[config.mk]
export PLATFORM = sky130hd
export DESIGN_NAME = reg_serial_reader
export DESIGN_NICKNAME = d
export VERILOG_FILES = /design/src/rtl/reg_serial_reader.sv
export SDC_FILE = /design/constraint.sdc
export NUM_CORES = 1
export LEC_CHECK = 0
export ABC_CLOCK_PERIOD_IN_PS = 2200
export CORE_ASPECT_RATIO = 1.25
export CORE_MARGIN = 4
export CORE_UTILIZATION = 40
export DETAILED_ROUTE_END_ITERATION = 7
export PLACE_DENSITY = 0.73
export SKIP_CTS_REPAIR_TIMING = 1
export SLEW_MARGIN = 10
export SYNTH_ARGS = -nofsm -noshare
export SYNTH_HDL_FRONTEND = slang
export SYNTH_SLANG_ARGS = --single-unit
[constraint.sdc]
create_clock -name clk -period 2.2 [get_ports clk]
set_input_delay 0.22 -clock clk [delete_from_list [all_inputs] [get_ports clk]]
set_output_delay 0.22 -clock clk [all_outputs]
set_load 0.1 [all_outputs]
[src/rtl/reg_serial_reader.sv]
// reg_serial_reader: LSB-first serial read-out of an n-bit register over valid/ready; in clk, reset (sync active-low), start, d[n], sout_ready; out sout, sout_valid, busy, done; define REG_READER_PARITY_EN to append an even-parity bit
module reg_serial_reader #(
    parameter int n = 32
) (
    input  logic         clk,
    input  logic         reset,
    input  logic         start,
    input  logic [n-1:0] d,
    input  logic         sout_ready,
    output logic         sout,
    output logic         sout_valid,
    output logic         busy,
    output logic         done
);
    localparam int cw = n > 1 ? $clog2(n) : 1;
`ifdef REG_READER_PARITY_EN
    typedef enum logic [1:0] {st_idle, st_shift, st_parity, st_done} state_t;
    localparam state_t after_shift = st_parity;
`else
    typedef enum logic [1:0] {st_idle, st_shift, st_done} state_t;
    localparam state_t after_shift = st_done;
`endif
    state_t state_q, state_d;
    logic [n-1:0] sh_q;
    logic [cw-1:0] cnt_q;
    logic xfer, last;
    assign xfer = sout_valid && sout_ready;
    assign last = cnt_q == cw'(n - 1);
`ifdef REG_READER_PARITY_EN
    logic par_q;
    always_ff @(posedge clk)
        if (!reset)
            par_q <= 1'b0;
        else if (state_q == st_idle && start)
            par_q <= ^d;
`endif
    always_ff @(posedge clk) begin
        if (!reset) begin
            state_q <= st_idle;
            sh_q    <= '0;
            cnt_q   <= '0;
        end else begin
            state_q <= state_d;
            if (state_q == st_idle && start) begin
                sh_q  <= d;
                cnt_q <= '0;
            end else if (state_q == st_shift && xfer) begin
                sh_q  <= sh_q >> 1;
                // holding at n-1 on exit keeps the count in range for n=1
                cnt_q <= last ? cnt_q : cnt_q + 1'b1;
            end
        end
    end
    always_comb begin
        state_d = state_q;
        case (state_q)
            st_idle:   state_d = start ? st_shift : st_idle;
            st_shift:  state_d = (xfer && last) ? after_shift : st_shift;
`ifdef REG_READER_PARITY_EN
            st_parity: state_d = xfer ? st_done : st_parity;
`endif
            st_done:   state_d = st_idle;
            default:   state_d = st_idle;
        endcase
    end
    // outputs decode registered state only, so no input reaches them combinationally
    always_comb begin
`ifdef REG_READER_PARITY_EN
        sout_valid = state_q == st_shift || state_q == st_parity;
        sout       = state_q == st_shift ? sh_q[0] : state_q == st_parity ? par_q : 1'b0;
`else
        sout_valid = state_q == st_shift;
        sout       = state_q == st_shift ? sh_q[0] : 1'b0;
`endif
        busy = state_q != st_idle;
        done = state_q == st_done;
    end
endmodule

## After elaboration in Yosys (flattened, before gate mapping)

Cells that the tools add are included.
W data, S select, Z words.

| storage, ports and cells | value |
|---|---|
| output and inout bits | 4 |
| word-level logic and storage cells | 24 |
| register bits | 39 |

| cells by class | value |
|---|---|
| $add $sub $neg | 1 |
| equal/unequal tests | 3 |
| reduce and logical (&&, ||, !) cells | 9 |
| bitwise gates (word level) | 2 |
| multiplexer cells | 6 |

Operator list:

| operator | number |
|---|---|
| $mux W32 | 2 |
| $add A5 B1 Y5 const B | 1 |
| $eq A5 B5 Y1 const B | 1 |
| $logic_and A1 B1 Y1 | 4 |
| $pmux W2 S2 | 1 |
| $reduce_bool A2 Y1 | 2 |
| $eq A2 B1 Y1 const B | 1 |
| $eq A2 B2 Y1 const B | 1 |
| $logic_not A2 Y1 | 1 |
| $mux W1 | 2 |
| $mux W2 | 1 |
| $not A1 Y1 | 2 |
| $reduce_and A2 Y1 | 1 |
| $reduce_or A2 Y1 | 1 |

## Logic depth before layout (Yosys ltp)

Gate-level depths: netlist (run 1).

| logic depth | value |
|---|---|
| word-level depth | 5 |
| mapped depth | 6 |

## Worst setup path after synthesis (run 1)

Ideal clock, no wire load.

| timing path | value |
|---|---|
| path type | register -> output |
| from | register state_q[0] |
| to | output port sout |
| stages on the path, launching flop included | 4 |
| required time | 1.980 ns |
| slack | -0.773 ns |
| arrival | 2.753 ns |
| path buffers | 1 |
| cell sequence | dfxtp_1 buf_6 nor2b_1 and2_1 |

| on the way | value |
|---|---|
| word-level cells in the longest chain between the ends | 2 |

Ends and longest elaborated chain:

| element | RTL line | source |
|---|---|---|
| start, declared | 23 | `state_t state_q, state_d;` |
| start signal, assigned | 39 | `state_q <= st_idle;` |
| start signal, assigned | 43 | `state_q <= state_d;` |
| $eq A2 B1 Y1 | n/a |  |
| named net sout_valid | 11 | `output logic sout_valid,` |
| $mux W1 | 73 | `sout = state_q == st_shift ? sh_q[0] : 1'b0;` |
| end, declared | 10 | `output logic sout,` |

The timed path passes the listed nets, and every way through them passes these cells.

## Worst setup path after layout (run 1)

| timing path | value |
|---|---|
| from | register cnt_q[0] |
| to | register cnt_q[3] |

| on the way | value |
|---|---|
| word-level cells in the longest chain between the ends | 3 |

Ends and longest elaborated chain:

| element | RTL line | source |
|---|---|---|
| start, declared | 25 | `logic [cw-1:0] cnt_q;` |
| start signal, assigned | 50 | `cnt_q <= last ? cnt_q : cnt_q + 1'b1;` |
| branches (longest 3 deep; another with $add A5 B1 Y5) | n/a |  |

Parallel ways; which one is timed is not known.
A chain may end at the register's enable or synchronous reset.

==> flow_metrics.py, run 1 <==
metrics = {
    "run_status": {
        "outcome": "complete, no violations",
    },
    "die": {
        "ios": 40,
        "start_util": 0.416,
        "std_cell_rows": 26,
        "design.die.area_mm2": 0.00538,
        "core_area_mm2": 0.00410,
        "chipHeight_um": 81.0,
        "dieWidth_um": 66.4,
    },
    "timing": {
        "post-route-period-util": 0.834,
        "tns_ns": 0,
        "slew_violations": 0,
        "whs_ns": 0.436,
        "relSlewSlack": 0.657,
        "finalSetupViolCount": 0,
        "rsz0062_at_grt": "no",
        "hold_viol_final": 0,
        "worst_pin_slew_ns": 0.515,
        "worst_slack_ns": 0.365,
        "fin_crit_ns": 1.83,
        "max_freq_mhz": 545,
        "skew_ns": 0.00796,
    },
    "clocking": {
        "clkLatencyLatePin_ns": 0.29,
        "cts_buffer_depth": 2,
        "cts_tree": "built",
        "clock-sinks": 39,
        "cts_root_buf": "clkbuf_8",
        "clk_pin_slew_ns": 0.07,
        "htreeDepth": 2,
        "numCtsBuffers": 5,
    },
    "flow_run": {
        "max_cap_violations": 0,
    },
    "power": {
        "clkPwrFrac": 0.408,
        "switching_share": 0.234,
        "sequentialPowerShare": 0.448,
        "power.leakage_nw": 0.791,
        "ir_drop_uv": 439,
        "p_switching_mw": 0.403,
        "power_per_cell_area_mw_per_mm2": 770,
        "cell_internal_pwr_mw": 1.32,
        "combPwrFrac": 0.144,
    },
    "routing": {
        "vias": 1491,
        "wl_per_cell_um": 12.7,
        "drc_errors": 0,
        "dr.pass1.iters": 4,
        "viasPerCell": 5.31,
        "ant_nets": 0,
        "drt-initial-drc-count": 76,
        "wirelength_um": 3570,
    },
    "placement": {
        "dpl_cell_area_mm2": 0.00210,
        "post-place-ws_ns": 0.388,
        "hpwl_um": 2340,
        "portBuffers": 39,
        "gp_congestion": 0.761,
    },
    "worst_setup_path": {
        "cp.arrival_ns": 2.06,
        "cp-start-kind": "flop",
        "cp_max_fo": 6,
        "cp.required_ns": 2.43,
        "criticalPathCategory": "reg2reg",
        "cp-end-kind": "flop",
        "r2r_slack_ns": 0.37,
    },
    "logic_synthesis": {
        "synth_nets": 231,
        "synth-seq-area-share": 0.458,
        "avgSynthCellArea_um2": 8.83,
        "syn_area_mm2": 0.00170,
        "synth_seq_cells": 39,
        "ys.flop_type": "dfxtp_1",
        "synth_edf_count": 0,
        "synthArstFlopShare": 0,
        "yosysWarnings": 0,
        "yosysUniqueCellTypes": 30,
        "syn_inst": 193,
    },
    "finish": {
        "syn2layout_area_growth_pct": 31.0,
        "insertedDiodeCount": 0,
        "nets": 262,
        "utilization": 0.545,
        "seq_area_um2": 781,
        "layout-drive-gt1-share": 0.102,
        "postLayoutCellArea_mm2": 0.00223,
        "multi_input_area_um2": 818,
        "fillers": 409,
    },
    "grt": {
        "grt_max_degree": 34,
        "track_usage": 0.140,
        "grt_pass1_wl_um": 5770,
        "grt_overflow": 0,
        "grt_antenna_before_repair": 0,
        "grt_pass1_vias": 1270,
    },
    "worst_hold_path": {
        "hp-class": "in2reg",
    },
}
## critical path, stage by stage (launching register included)
cell	delay, ns
dfxtp_1	0.34
ha_1	0.21
and3_1	0.18
ha_1	0.21
nand4bb_1	0.30
or3_1	0.40
a21oi_1	0.13
## registers in the layout, summed over array words and instances (netlist names)
register  count
state_q       2
sh_q         32
cnt_q         5
## metrics by stage
step / cells / total power [mW]
finish: 281 / 1.72
floorplan: 193 / 0.950
detailed placement: 273 / 1.03
global placement: 273 / 1.03
global route: 281 / 1.79
CTS: 281 / 1.74
## synthesized netlist by cell type (2+ instances only)
library cell | instances | share of area
o21ai_0 | 8 | 0.023
buf_8 | 2 | 0.018
o221ai_1 | 24 | 0.12
nand3_1 | 28 | 0.082
ha_1 | 2 | 0.015
dfxtp_1 | 39 | 0.46
a21oi_1 | 15 | 0.044
clkbuf_1 | 9 | 0.020
or3_1 | 2 | 0.0073
nand2_1 | 36 | 0.079
and3_1 | 2 | 0.0073
buf_2 | 5 | 0.015
buf_6 | 2 | 0.013
nor2b_1 | 3 | 0.011
## final cells by class
type,instances,area share
multi-input cells,135,0.367
clock buffers,5,0.0308
repair buffers,42,0.189
flip-flops and latches,39,0.350
well taps,56,0.0314
clock inverters,3,0.0303
inverters,1,0.00168
## cell usage in the layout (no fill, tap or decap), drive strengths merged
master	instances
a21boi	1
a21oi	15
a22oi	1
and2	1
and3	2
and3b	1
and4bb	1
buf	8
bufinv	2
clkbuf	5
clkdlybuf4s50	34
clkinvlp	1
dfxtp	39
ha	2
inv	1
nand2	37
nand3	28
nand3b	1
nand4	1
nand4bb	1
nor2	1
nor2b	3
nor3b	1
o211ai	1
o21ai	8
o221ai	24
or2	1
or3	2
or3b	1
xnor2	1
## kinds of logic after synthesis
group,Yosys count,synth area share
AND/OR/NAND/NOR,82,0.250
adder cells (fa/ha/maj),2,0.0147
XOR/XNOR,1,0.00514
buffers and inverters,19,0.0675
flip-flops,39,0.458
AO/OA/AOI/OAI,50,0.204
## worst paths after layout
check                               from       end  depth (start not counted)
worst max-delay path            cnt_q[0]  cnt_q[3]                          6
worst min-delay path               reset   sh_q[4]                          3
worst max register to register  cnt_q[0]  cnt_q[3]                          6
worst min register to register   sh_q[5]   sh_q[5]                          2
## power by group through the flow
stage          Sequential, mW  Combinational (mW)  Clock (mW)
4_1_cts                 0.770               0.249       0.717
6_report                0.770               0.247       0.702
3_5_place_dp            0.787               0.247           0
2_1_floorplan           0.780               0.170           0
3_3_place_gp            0.785               0.244           0
5_1_grt                 0.775               0.272       0.743
## per-layer routing
layer | global-route usage | vias up | share of wire
met3 | 0.0401 | 4 | 0.049
met4 | 0.0732 | 0 | 0.019
met5 | 0 | - | 0
li1 | - | 773 | -
met1 | 0.186 | 682 | 0.47
met2 | 0.206 | 32 | 0.47
Note: power is estimated with default switching activity, not from simulation.
==> run 2, diff against run 1 <==
Settings changed: ABC_CLOCK_PERIOD_IN_PS 2200 to 1760.
Clock period 2.2 ns to 1.76 ns, I/O delays scaled along.
==> flow_metrics.py, run 2 (synthesized netlist as in run 1, its figures left out) <==
metrics = {
    "run_status": {
        "outcome": "complete, no violations",
    },
    "grt": {
        "grt_antenna_before_repair": 0,
        "grt_max_degree": 62,
        "track_usage": 0.131,
        "grt_pass1_vias": 1321,
        "grt_pass1_wl_um": 5490,
        "grt_overflow": 0,
    },
    "timing": {
        "max_freq_mhz": 601,
        "fin_crit_ns": 1.66,
        "skew_ns": 0.00835,
        "tns_ns": 0,
        "whs_ns": 0.385,
        "worst_pin_slew_ns": 0.411,
        "relSlewSlack": 0.726,
        "slew_violations": 0,
        "post-route-period-util": 0.945,
        "rsz0062_at_grt": "no",
        "finalSetupViolCount": 0,
        "hold_viol_final": 0,
    },
    "power": {
        "power.leakage_nw": 0.808,
        "ir_drop_uv": 460,
        "p_total_mw": 1.95,
        "power_per_cell_area_mw_per_mm2": 845,
    },
    "worst_hold_path": {
        "hp-class": "in2reg",
        "min_to": "sh_q[3]",
        "holdCritStartpoint": "reset",
        "holdPathStages": 4,
    },
    "worst_setup_path": {
        "criticalPathCategory": "reg2out",
        "worst-r2r-cell-count": 6,
        "cp.required_ns": 1.58,
        "cp_max_fo": 9,
        "r2r-end": "cnt_q[3]",
        "cp.arrival_ns": 1.49,
        "cp-start-kind": "flop",
        "r2r_slack_ns": 0.1,
        "cp-end-kind": "output pin",
        "rr_startpoint": "cnt_q[0]",
    },
    "placement": {
        "gp_congestion": 0.768,
        "dp_cells": 276,
        "hpwl_um": 2330,
        "portBuffers": 39,
        "dpl_cell_area_mm2": 0.00218,
    },
    "finish": {
        "largest_reg_flops": 32,
        "instances_no_fill": 284,
        "syn2layout_area_growth_pct": 35.2,
        "reg_top3": "sh_q x32, cnt_q x5, state_q x2",
        "top_register": "sh_q",
        "layout_common_cells": "39 x dfxtp_1, 36 x nand2_1, 34 x clkdlybuf4s50_1",
        "layout_commonest_cell": "dfxtp_1",
        "nets": 265,
        "postLayoutCellArea_mm2": 0.00230,
        "insertedDiodeCount": 0,
        "layout-drive-gt1-share": 0.132,
    },
    "flow_run": {
        "max_cap_violations": 0,
    },
    "clocking": {
        "htreeDepth": 2,
        "numCtsBuffers": 5,
        "cts_tree": "built",
        "clock-sinks": 39,
        "clk_pin_slew_ns": 0.08,
        "cts_buffer_depth": 2,
        "clkLatencyLatePin_ns": 0.29,
        "cts_root_buf": "clkbuf_8",
    },
    "die": {
        "std_cell_rows": 26,
        "ios": 40,
        "design.die.area_mm2": 0.00538,
        "dieWidth_um": 66.4,
        "core_area_mm2": 0.00410,
        "start_util": 0.416,
        "chipHeight_um": 81.0,
    },
    "routing": {
        "ant_nets": 0,
        "vias": 1484,
        "viasPerCell": 5.23,
        "dr.pass1.iters": 4,
        "wl_per_cell_um": 11.6,
        "drt-initial-drc-count": 82,
        "wirelength_um": 3300,
        "drc_errors": 0,
    },
}
## run 2: cell types whose count changed in the layout (fill, tap and decap cells not counted), sizes merged
cell,previous run,this run
buf,8,11
clkbuf,5,7
bufinv,2,0
## run 2: stage by stage
stage               setup WS [ns]   util
floorplan                  0.0269      -
detailed placement        0.00753  0.531
global placement           0.0652  0.531
CTS                       -0.0195  0.556
global route              0.00516  0.562
finish                     0.0960  0.562
## run 2: worst max-delay path by stage
stage,slack (ns),cells past startpoint,endpoint,from
3_5_place_dp,0.008,6,cnt_q[3],cnt_q[0]
3_3_place_gp,0.07,4,sh_q[19],start
4_1_cts,-0.02,6,cnt_q[3],cnt_q[0]
6_report,0.1,3,sout,state_q[0]
5_1_grt,0.005,3,sout,state_q[0]
2_1_floorplan,0.03,3,sout,state_q[0]
## run 2: layout make-up
cell class	count	area (µm²)
Clock buffer	7	96.3
Clock inverter	1	7.51
Fill cell	381	1800
Inverter	1	3.75
Multi-Input combinational cell	135	850
Sequential cell	39	781
Tap cell	56	70.1
Timing Repair Buffer	45	495
## run 2: per-layer routing
layer  vias up  track usage  part of all wire
met1       675        0.151              0.45
met3         6       0.0415             0.040
met4         0       0.0711             0.017
met2        26        0.215              0.49
li1        777            -                 -
met5         -            0                 0
## run 2: report_power, final
group	internal (mW)	leakage [nW]	switching (mW)
Sequential	0.941	0.320	0.0225
Clock	0.356	0.0505	0.296
Combinational	0.162	0.437	0.170
Total	1.46	0.808	0.488
## run 2: critical path, cell delays in order (launching register included)
cell     delay [ns]
dfxtp_1        0.56
nor2b_4        0.28
and2_2         0.19
buf_12         0.17
==> run 3, diff against run 2 <==
Settings changed: DONT_BUFFER_PORTS set to 1, PLACE_DENSITY 0.73 to 0.61, SLEW_MARGIN 10 to 5.
==> flow_metrics.py, run 3 (synthesized netlist as in run 1, its figures left out) <==
metrics = {
    "finish": {
        "nets": 228,
        "layout-drive-gt1-share": 0.147,
        "top_register": "sh_q",
        "layout_commonest_cell": "dfxtp_1",
        "reg_top3": "sh_q x32, cnt_q x5, state_q x2",
        "insertedDiodeCount": 0,
        "syn2layout_area_growth_pct": 12.0,
        "largest_reg_flops": 32,
        "layout_common_cells": "38 x dfxtp_1, 36 x nand2_1, 28 x nand3_1",
        "instances_no_fill": 247,
        "fillers": 433,
        "utilization": 0.466,
    },
    "clocking": {
        "cts_tree": "built",
        "clk_pin_slew_ns": 0.08,
        "cts_root_buf": "clkbuf_8",
        "htreeDepth": 2,
        "numCtsBuffers": 5,
        "clkLatencyLatePin_ns": 0.29,
        "cts_buffer_depth": 2,
        "clock-sinks": 39,
    },
    "routing": {
        "drt-initial-drc-count": 66,
        "viasPerCell": 5.80,
        "ant_nets": 0,
        "vias": 1432,
        "drc_errors": 0,
        "dr.pass1.iters": 4,
        "wl_per_cell_um": 14.6,
        "wirelength_um": 3600,
    },
    "die": {
        "chipHeight_um": 81.0,
        "core_area_mm2": 0.00410,
        "dieWidth_um": 66.4,
        "ios": 40,
        "design.die.area_mm2": 0.00538,
        "start_util": 0.416,
        "std_cell_rows": 26,
    },
    "grt": {
        "grt_overflow": 0,
        "grt_antenna_before_repair": 0,
        "track_usage": 0.146,
        "grt_max_degree": 62,
        "grt_pass1_wl_um": 5960,
        "grt_pass1_vias": 1343,
    },
    "worst_setup_path": {
        "cp-start-kind": "flop",
        "cp-end-kind": "flop",
        "cp.required_ns": 1.98,
        "criticalPathCategory": "reg2reg",
        "cp.arrival_ns": 1.93,
        "cp_max_fo": 5,
    },
    "power": {
        "power.leakage_nw": 0.662,
        "p_total_mw": 1.94,
        "ir_drop_uv": 535,
        "power_per_cell_area_mw_per_mm2": 1020,
    },
    "timing": {
        "skew_ns": 0.00951,
        "finalSetupViolCount": 0,
        "slew_violations": 0,
        "max_freq_mhz": 585,
        "relSlewSlack": 0.660,
        "worst_pin_slew_ns": 0.514,
        "fin_crit_ns": 1.71,
        "post-route-period-util": 0.972,
        "hold_viol_final": 0,
        "tns_ns": 0,
    },
    "placement": {
        "gp_congestion": 0.782,
        "hpwl_um": 2480,
        "dp_cells": 239,
        "portBuffers": 0,
    },
    "flow_run": {
        "max_cap_violations": 0,
    },
    "run_status": {
        "outcome": "complete, no violations",
    },
    "worst_hold_path": {
        "hp-class": "in2reg",
    },
}
==> run 3: stage by stage <==
step	setup WS, ns	area (µm²)	hold slack (ns)
floorplan	0.0269	1720	0.315
global placement	0.0784	1770	0.310
detailed placement	-0.0450	1770	0.319
CTS	-0.0641	1880	0.0125
global route	-0.0160	1910	0.0112
finish	0.0491	1910	0.0203
==> run 3: per-layer routing <==
layer / global-route usage / vias to the layer above / share of wire
li1: - / 703 / -
met1: 0.153 / 675 / 0.39
met2: 0.247 / 47 / 0.52
met3: 0.0636 / 7 / 0.066
met4: 0.0671 / 0 / 0.022
met5: 0 / - / 0
==> run 3: critical path, cell delays in order, from the launching register on <==
cell and delay (ns):
dfxtp_2 0.34, ha_1 0.20, and3_1 0.20, ha_1 0.20, nand4bb_4 0.22, or3_4 0.35, a21oi_2 0.14
==> run 3: where the power goes <==
| part | internal (mW) | switching, mW |
|---|---|---|
| combinational | 0.0777 | 0.138 |
| clock | 0.459 | 0.304 |
| sequential | 0.941 | 0.0237 |
==> run 3: cell type report <==
type / instances / area [µm²] / area share
Timing Repair Buffer: 8 / 85.1 / 0.0446
Clock inverter: 2 / 35.0 / 0.0183
Tap cell: 56 / 70.1 / 0.0367
Inverter: 1 / 3.75 / 0.00197
Clock buffer: 6 / 82.6 / 0.0433
Sequential cell: 39 / 782 / 0.410
Multi-Input combinational cell: 135 / 851 / 0.446
==> run 3: worst paths after layout <==
kind	from	endpoint	slack [ns]	cells past startpoint
hold reg to reg	sh_q[2]	sh_q[2]	0.46	2
hold / removal	d[22]	sh_q[22]	0.02	2
setup / recovery	cnt_q[0]	cnt_q[3]	0.05	6
setup reg to reg	cnt_q[0]	cnt_q[3]	0.05	6
